### src/rtl/vga_timing_gen.sv
// vga_timing_gen: raster counters, sync/blank decode and output delay line
// for a VGA pixel pipeline. All outputs come straight from flops; the decode
// is computed from the next counter values so it lines up with DrawX/DrawY.
module vga_timing_gen #(
  parameter int unsigned H_ACTIVE   = 640,
  parameter int unsigned H_FP       = 16,
  parameter int unsigned H_SYNC     = 96,
  parameter int unsigned H_BP       = 48,
  parameter int unsigned V_ACTIVE   = 480,
  parameter int unsigned V_FP       = 10,
  parameter int unsigned V_SYNC     = 2,
  parameter int unsigned V_BP       = 33,
  parameter logic        SYNC_POL   = 1'b0,
  parameter int unsigned PIPE_DELAY = 1
) (
  input  logic       vga_clk,
  input  logic       reset,
  output logic [9:0] DrawX,
  output logic [9:0] DrawY,
  output logic       blank,
  output logic       hs,
  output logic       vs,
  output logic       blank_d,
  output logic       hs_d,
  output logic       vs_d,
  output logic       line_start,
  output logic       frame_start,
  output logic [7:0] frame_cnt
);

  localparam int unsigned CW      = 10;
  // One extra bit so range limits equal to 1024 still compare correctly.
  localparam int unsigned KW      = CW + 1;
  localparam int unsigned H_TOTAL = H_ACTIVE + H_FP + H_SYNC + H_BP;
  localparam int unsigned V_TOTAL = V_ACTIVE + V_FP + V_SYNC + V_BP;

  localparam logic [CW-1:0] H_LAST   = CW'(H_TOTAL - 1);
  localparam logic [CW-1:0] V_LAST   = CW'(V_TOTAL - 1);
  localparam logic [KW-1:0] H_ACT_K  = KW'(H_ACTIVE);
  localparam logic [KW-1:0] V_ACT_K  = KW'(V_ACTIVE);
  localparam logic [KW-1:0] HS_BEG_K = KW'(H_ACTIVE + H_FP);
  localparam logic [KW-1:0] HS_END_K = KW'(H_ACTIVE + H_FP + H_SYNC);
  localparam logic [KW-1:0] VS_BEG_K = KW'(V_ACTIVE + V_FP);
  localparam logic [KW-1:0] VS_END_K = KW'(V_ACTIVE + V_FP + V_SYNC);

  // Reject geometries the 10-bit position outputs cannot represent.
  if (H_TOTAL > 1024) begin : g_bad_htotal
    $error("vga_timing_gen: H_TOTAL exceeds 1024");
  end
  if (V_TOTAL > 1024) begin : g_bad_vtotal
    $error("vga_timing_gen: V_TOTAL exceeds 1024");
  end
  if (PIPE_DELAY > 4) begin : g_bad_delay
    $error("vga_timing_gen: PIPE_DELAY must be 0..4");
  end

  logic [CW-1:0] r_hc;
  logic [CW-1:0] r_vc;
  logic          r_blank;
  logic          r_hs;
  logic          r_vs;
  logic          r_ls;
  logic          r_fs;
  logic [7:0]    r_fc;

  logic          w_hwrap;
  logic          w_vwrap;
  logic [CW-1:0] w_hc_nxt;
  logic [CW-1:0] w_vc_nxt;
  logic [KW-1:0] w_hc_k;
  logic [KW-1:0] w_vc_k;
  logic          w_blank_nxt;
  logic          w_hs_nxt;
  logic          w_vs_nxt;
  logic          w_ls_nxt;
  logic          w_fs_nxt;

  // Next raster position: hc wraps every line, vc advances on hc wrap.
  assign w_hwrap  = (r_hc == H_LAST);
  assign w_vwrap  = (r_vc == V_LAST);
  assign w_hc_nxt = w_hwrap ? '0 : r_hc + CW'(1);
  assign w_vc_nxt = w_hwrap ? (w_vwrap ? '0 : r_vc + CW'(1)) : r_vc;
  assign w_hc_k   = KW'(w_hc_nxt);
  assign w_vc_k   = KW'(w_vc_nxt);

  // Region decode from the next position, so registered flags match DrawX/DrawY.
  assign w_blank_nxt = (w_hc_k < H_ACT_K) && (w_vc_k < V_ACT_K);
  assign w_hs_nxt    = ((w_hc_k >= HS_BEG_K) && (w_hc_k < HS_END_K)) ? SYNC_POL : ~SYNC_POL;
  assign w_vs_nxt    = ((w_vc_k >= VS_BEG_K) && (w_vc_k < VS_END_K)) ? SYNC_POL : ~SYNC_POL;
  assign w_ls_nxt    = (w_hc_nxt == '0);
  assign w_fs_nxt    = w_ls_nxt && (w_vc_nxt == '0);

  // Counter and decode registers; reset parks on the last raster position.
  always_ff @(posedge vga_clk) begin
    if (reset) begin
      r_hc    <= H_LAST;
      r_vc    <= V_LAST;
      r_blank <= 1'b0;
      r_hs    <= ~SYNC_POL;
      r_vs    <= ~SYNC_POL;
      r_ls    <= 1'b0;
      r_fs    <= 1'b0;
      r_fc    <= 8'hFF;
    end else begin
      r_hc    <= w_hc_nxt;
      r_vc    <= w_vc_nxt;
      r_blank <= w_blank_nxt;
      r_hs    <= w_hs_nxt;
      r_vs    <= w_vs_nxt;
      r_ls    <= w_ls_nxt;
      r_fs    <= w_fs_nxt;
      if (w_fs_nxt) begin
        r_fc <= r_fc + 8'd1;
      end
    end
  end

  assign DrawX       = r_hc;
  assign DrawY       = r_vc;
  assign blank       = r_blank;
  assign hs          = r_hs;
  assign vs          = r_vs;
  assign line_start  = r_ls;
  assign frame_start = r_fs;
  assign frame_cnt   = r_fc;

  if (PIPE_DELAY == 0) begin : g_no_delay
    assign blank_d = r_blank;
    assign hs_d    = r_hs;
    assign vs_d    = r_vs;
  end else begin : g_delay
    localparam int unsigned DW = 3 * PIPE_DELAY;
    logic [DW-1:0] r_dly;

    // Shift register of {blank,hs,vs}; low slot is one cycle old, top slot PIPE_DELAY old.
    always_ff @(posedge vga_clk) begin
      if (reset) begin
        r_dly <= {PIPE_DELAY{1'b0, ~SYNC_POL, ~SYNC_POL}};
      end else begin
        r_dly <= DW'({r_dly, r_blank, r_hs, r_vs});
      end
    end

    assign {blank_d, hs_d, vs_d} = r_dly[DW-1 -: 3];
  end

endmodule

### config.mk
export PLATFORM = sky130hd
export DESIGN_NAME = vga_timing_gen
export DESIGN_NICKNAME = d
export VERILOG_FILES = /design/src/rtl/vga_timing_gen.sv
export SDC_FILE = /design/constraint.sdc
export NUM_CORES = 1
export LEC_CHECK = 0
export CAP_MARGIN = 5
export CORE_UTILIZATION = 45
export CTS_BUF_LIST = sky130_fd_sc_hd__clkbuf_2 sky130_fd_sc_hd__clkbuf_4 sky130_fd_sc_hd__clkbuf_8
export CTS_CLUSTER_SIZE = 24
export DETAILED_ROUTE_END_ITERATION = 12
export PLACE_DENSITY = 0.7
export SLEW_MARGIN = 15
export SYNTH_ARGS = -nofsm -noshare
export SYNTH_HDL_FRONTEND = slang
export SYNTH_SLANG_ARGS = --single-unit
export TNS_END_PERCENT = 10
### constraint.sdc
create_clock -name vga_clk -period 5.15 [get_ports vga_clk]
set_input_delay 1.03 -clock vga_clk [delete_from_list [all_inputs] [get_ports vga_clk]]
set_output_delay 1.03 -clock vga_clk [all_outputs]
set_load 0.01 [all_outputs]
==> results.cfg <==
[run_status]
outcome = completed

[routing]
first_pass_iters = 4
via_count = 1869
via_per_inst = 5.82
drt_wl_total_um = 4700
drtAntennaViolNets = 0
post_drt_wl_per_cell_um = 14.6
drt_iter0_drc = 136
drc = 0

[timing]
grt_setup_unrepaired = false
period_share = 0.580
hold_viol = 0
setup_viol = 0
slew_headroom = 0.481
slew_viol_final = 0
skew_ns = 0.00416
tns_ns = 0
worstMarginPinSlew_ns = 0.773
fmax_ghz = 0.335
finalCriticalPeriod_ns = 2.99

[yosys]
yosys.area.top_type = dfxtp_1
ys_top_cells_by_area = dfxtp_1, nor2_1, mux2i_1
synthArstFlopShare = 0
ys_ff_latch = 36
synth_area_um2 = 2050
syn-num-nets = 245
yosysMostFrequentCell = dfxtp_1
yosysWarnings = 0
synthCells = 239
synthDistinctLibCells = 55
synth.avg_cell_area_um2 = 8.60
synth_ff_type = dfxtp_1
ys_seq_area_frac = 0.351
synth-edff-count = 0
yosys-top-cells-count = dfxtp_1, nor2_1, o21ai_0
yosys.area.top_type_share = 0.351

[critical_path]
worstSetupStartpointType = register
path_common_cell = or3_1
cp_max_fo = 10
critical_path.cell_chain = ha_1 -> and4_1 -> nand3_2 -> or4_1 -> and2_1 -> or3_1 -> or3_1
worst_ep_required_time_ns = 5.32
slowest_delay_ns = 0.59
crit_buf_inv = 0
endpoint_kind = register
worst_path_max_delay_cell = or4_1
path_class = reg -> reg
cpLargestDelayFamily = simple AND/OR/NAND/NOR gates
arrival_ns = 3.15

[power_and_ir_drop]
power.total_mw = 1.12
power.density_nw_per_um2 = 448
leakagePower_nw = 0.874
peakVddDrop_v = 0.000288

[floorplanning]
coreArea_um2 = 4380
die-area_um2 = 4840
top_level_ports = 38
die_h_um = 69.6
die_x_um = 69.6
start_util = 0.469
rows = 24

[clocking]
cts_tree = built
cts_buffer_depth = 2
cts_setup_buffers = 0
cts_hold_buf = 0
clock_sinks = 36
cts_buffers = 5
cts_root_buf = clkbuf_8
clk_latency_ns = 0.29
h-tree-depth = 2
path_clk_slew_ns = 0.07
cts_resized = 0

[cells_and_area]
nets = 274
area.growth.synth_to_final_pct = 22.1
drive_above_1_share = 0.0818
n_antenna_cell = 0

[global_routing]
grt_overflow = 0
grt_pass1_wl_um = 8200
antenna_found_initial = 0
grt_max_degree = 33
grt_pass1_vias = 1694
grtUsageTotal = 0.207

[place]
io_buffers = 37
place_congestion = 0.802
hpwl_um = 3230

[min_path]
hold_class = reg -> reg

[flow_run]
cap_viol_max_count = 0
==> per-stage QoR <==
step	std cells	utilization	instance area [um2]	hold WS, ns	setup WS [ns]
final	321	0.572	2510	0.453	2.16
after CTS	321	0.572	2510	0.459	2.21
after floorplan	239	-	2050	0.489	2.50
after global placement	313	0.551	2420	0.431	2.22
after detailed placement	313	0.551	2420	0.438	2.17
after global routing	321	0.572	2510	0.492	1.94
==> area by class of cell <==
| cell class | count | area (um2) |
|---|---|---|
| multi-input cells | 182 | 1230 |
| flip-flops and latches | 36 | 721 |
| fillers | 412 | 1880 |
| well taps | 52 | 65.1 |
| clock buffers | 6 | 82.6 |
| repair buffers | 38 | 378 |
| clock inverters | 2 | 10.0 |
| inverters | 5 | 18.8 |
==> power breakdown <==
part	switching (mW)	internal, mW	total [mW]	leakage [nW]
Sequential	0.0746	0.320	0.395	0.293
Combinational	0.279	0.239	0.518	0.530
Clock	0.103	0.107	0.210	0.0510
==> registers in the layout (all words and copies together) (netlist names) <==
register and count:
hs 1, vs 1, frame_start 1, frame_cnt 8
blank 1, g_delay.r_dly 3, DrawX 10, DrawY 10
line_start 1
==> placed cells by master, fill, tap and decap left out, types with 2 or more instances in the layout <==
cell and instances:
nand4_1 6, a21oi_1 2, nand3_1 10, xnor2_1 6
nand2_1 10, clkbuf_8 6, or2_2 5, and4_1 2
nor2b_1 9, or3_1 3, and2_1 3, nor4b_1 3
o2111ai_1 5, nor3_1 6, dfxtp_1 36, o31ai_1 2
o211ai_1 2, or4_1 4, ha_1 4, inv_1 5
nor2_1 27, clkdlybuf4s50_1 37, o21ai_0 12, and3_1 4
mux2_2 2, mux2i_1 9, nor4_1 6, xor2_1 8
nand2b_1 7, clkinv_2 2
==> worst register-to-register path, cell delays in order (launching register included) <==
cell and delay [ns]:
dfxtp_1 0.39, ha_1 0.29, and4_1 0.40, nand3_2 0.26, or4_1 0.59, and2_1 0.17, or3_1 0.39, or3_1 0.38
==> layer usage <==
layer,track usage,vias up,part of all wire
met3,0.0392,8,0.033
met1,0.292,873,0.51
met5,0,-,0
li1,-,943,-
met2,0.321,45,0.45
met4,0.0612,0,0.013
==> path summary, 6_finish.rpt <==
kind,endpoint,depth (start not counted),from,slack (ns)
worst max-delay path,vs,7,DrawX[0],2.16
worst max register to register,vs,7,DrawX[0],2.16
worst min register to register,g_delay.r_dly[0],1,vs,0.45
worst min-delay path,g_delay.r_dly[0],1,vs,0.45
==> cells by family after synthesis <==
family / count (synthesis) / synth area share
compound gates: 37 / 0.130
xor+xnor: 14 / 0.0597
fa+ha+maj: 4 / 0.0244
buf+inv: 21 / 0.0487
flops: 36 / 0.351
mux: 11 / 0.0548
simple gates: 116 / 0.331
No activity file was read; power rests on OpenSTA's default activity.
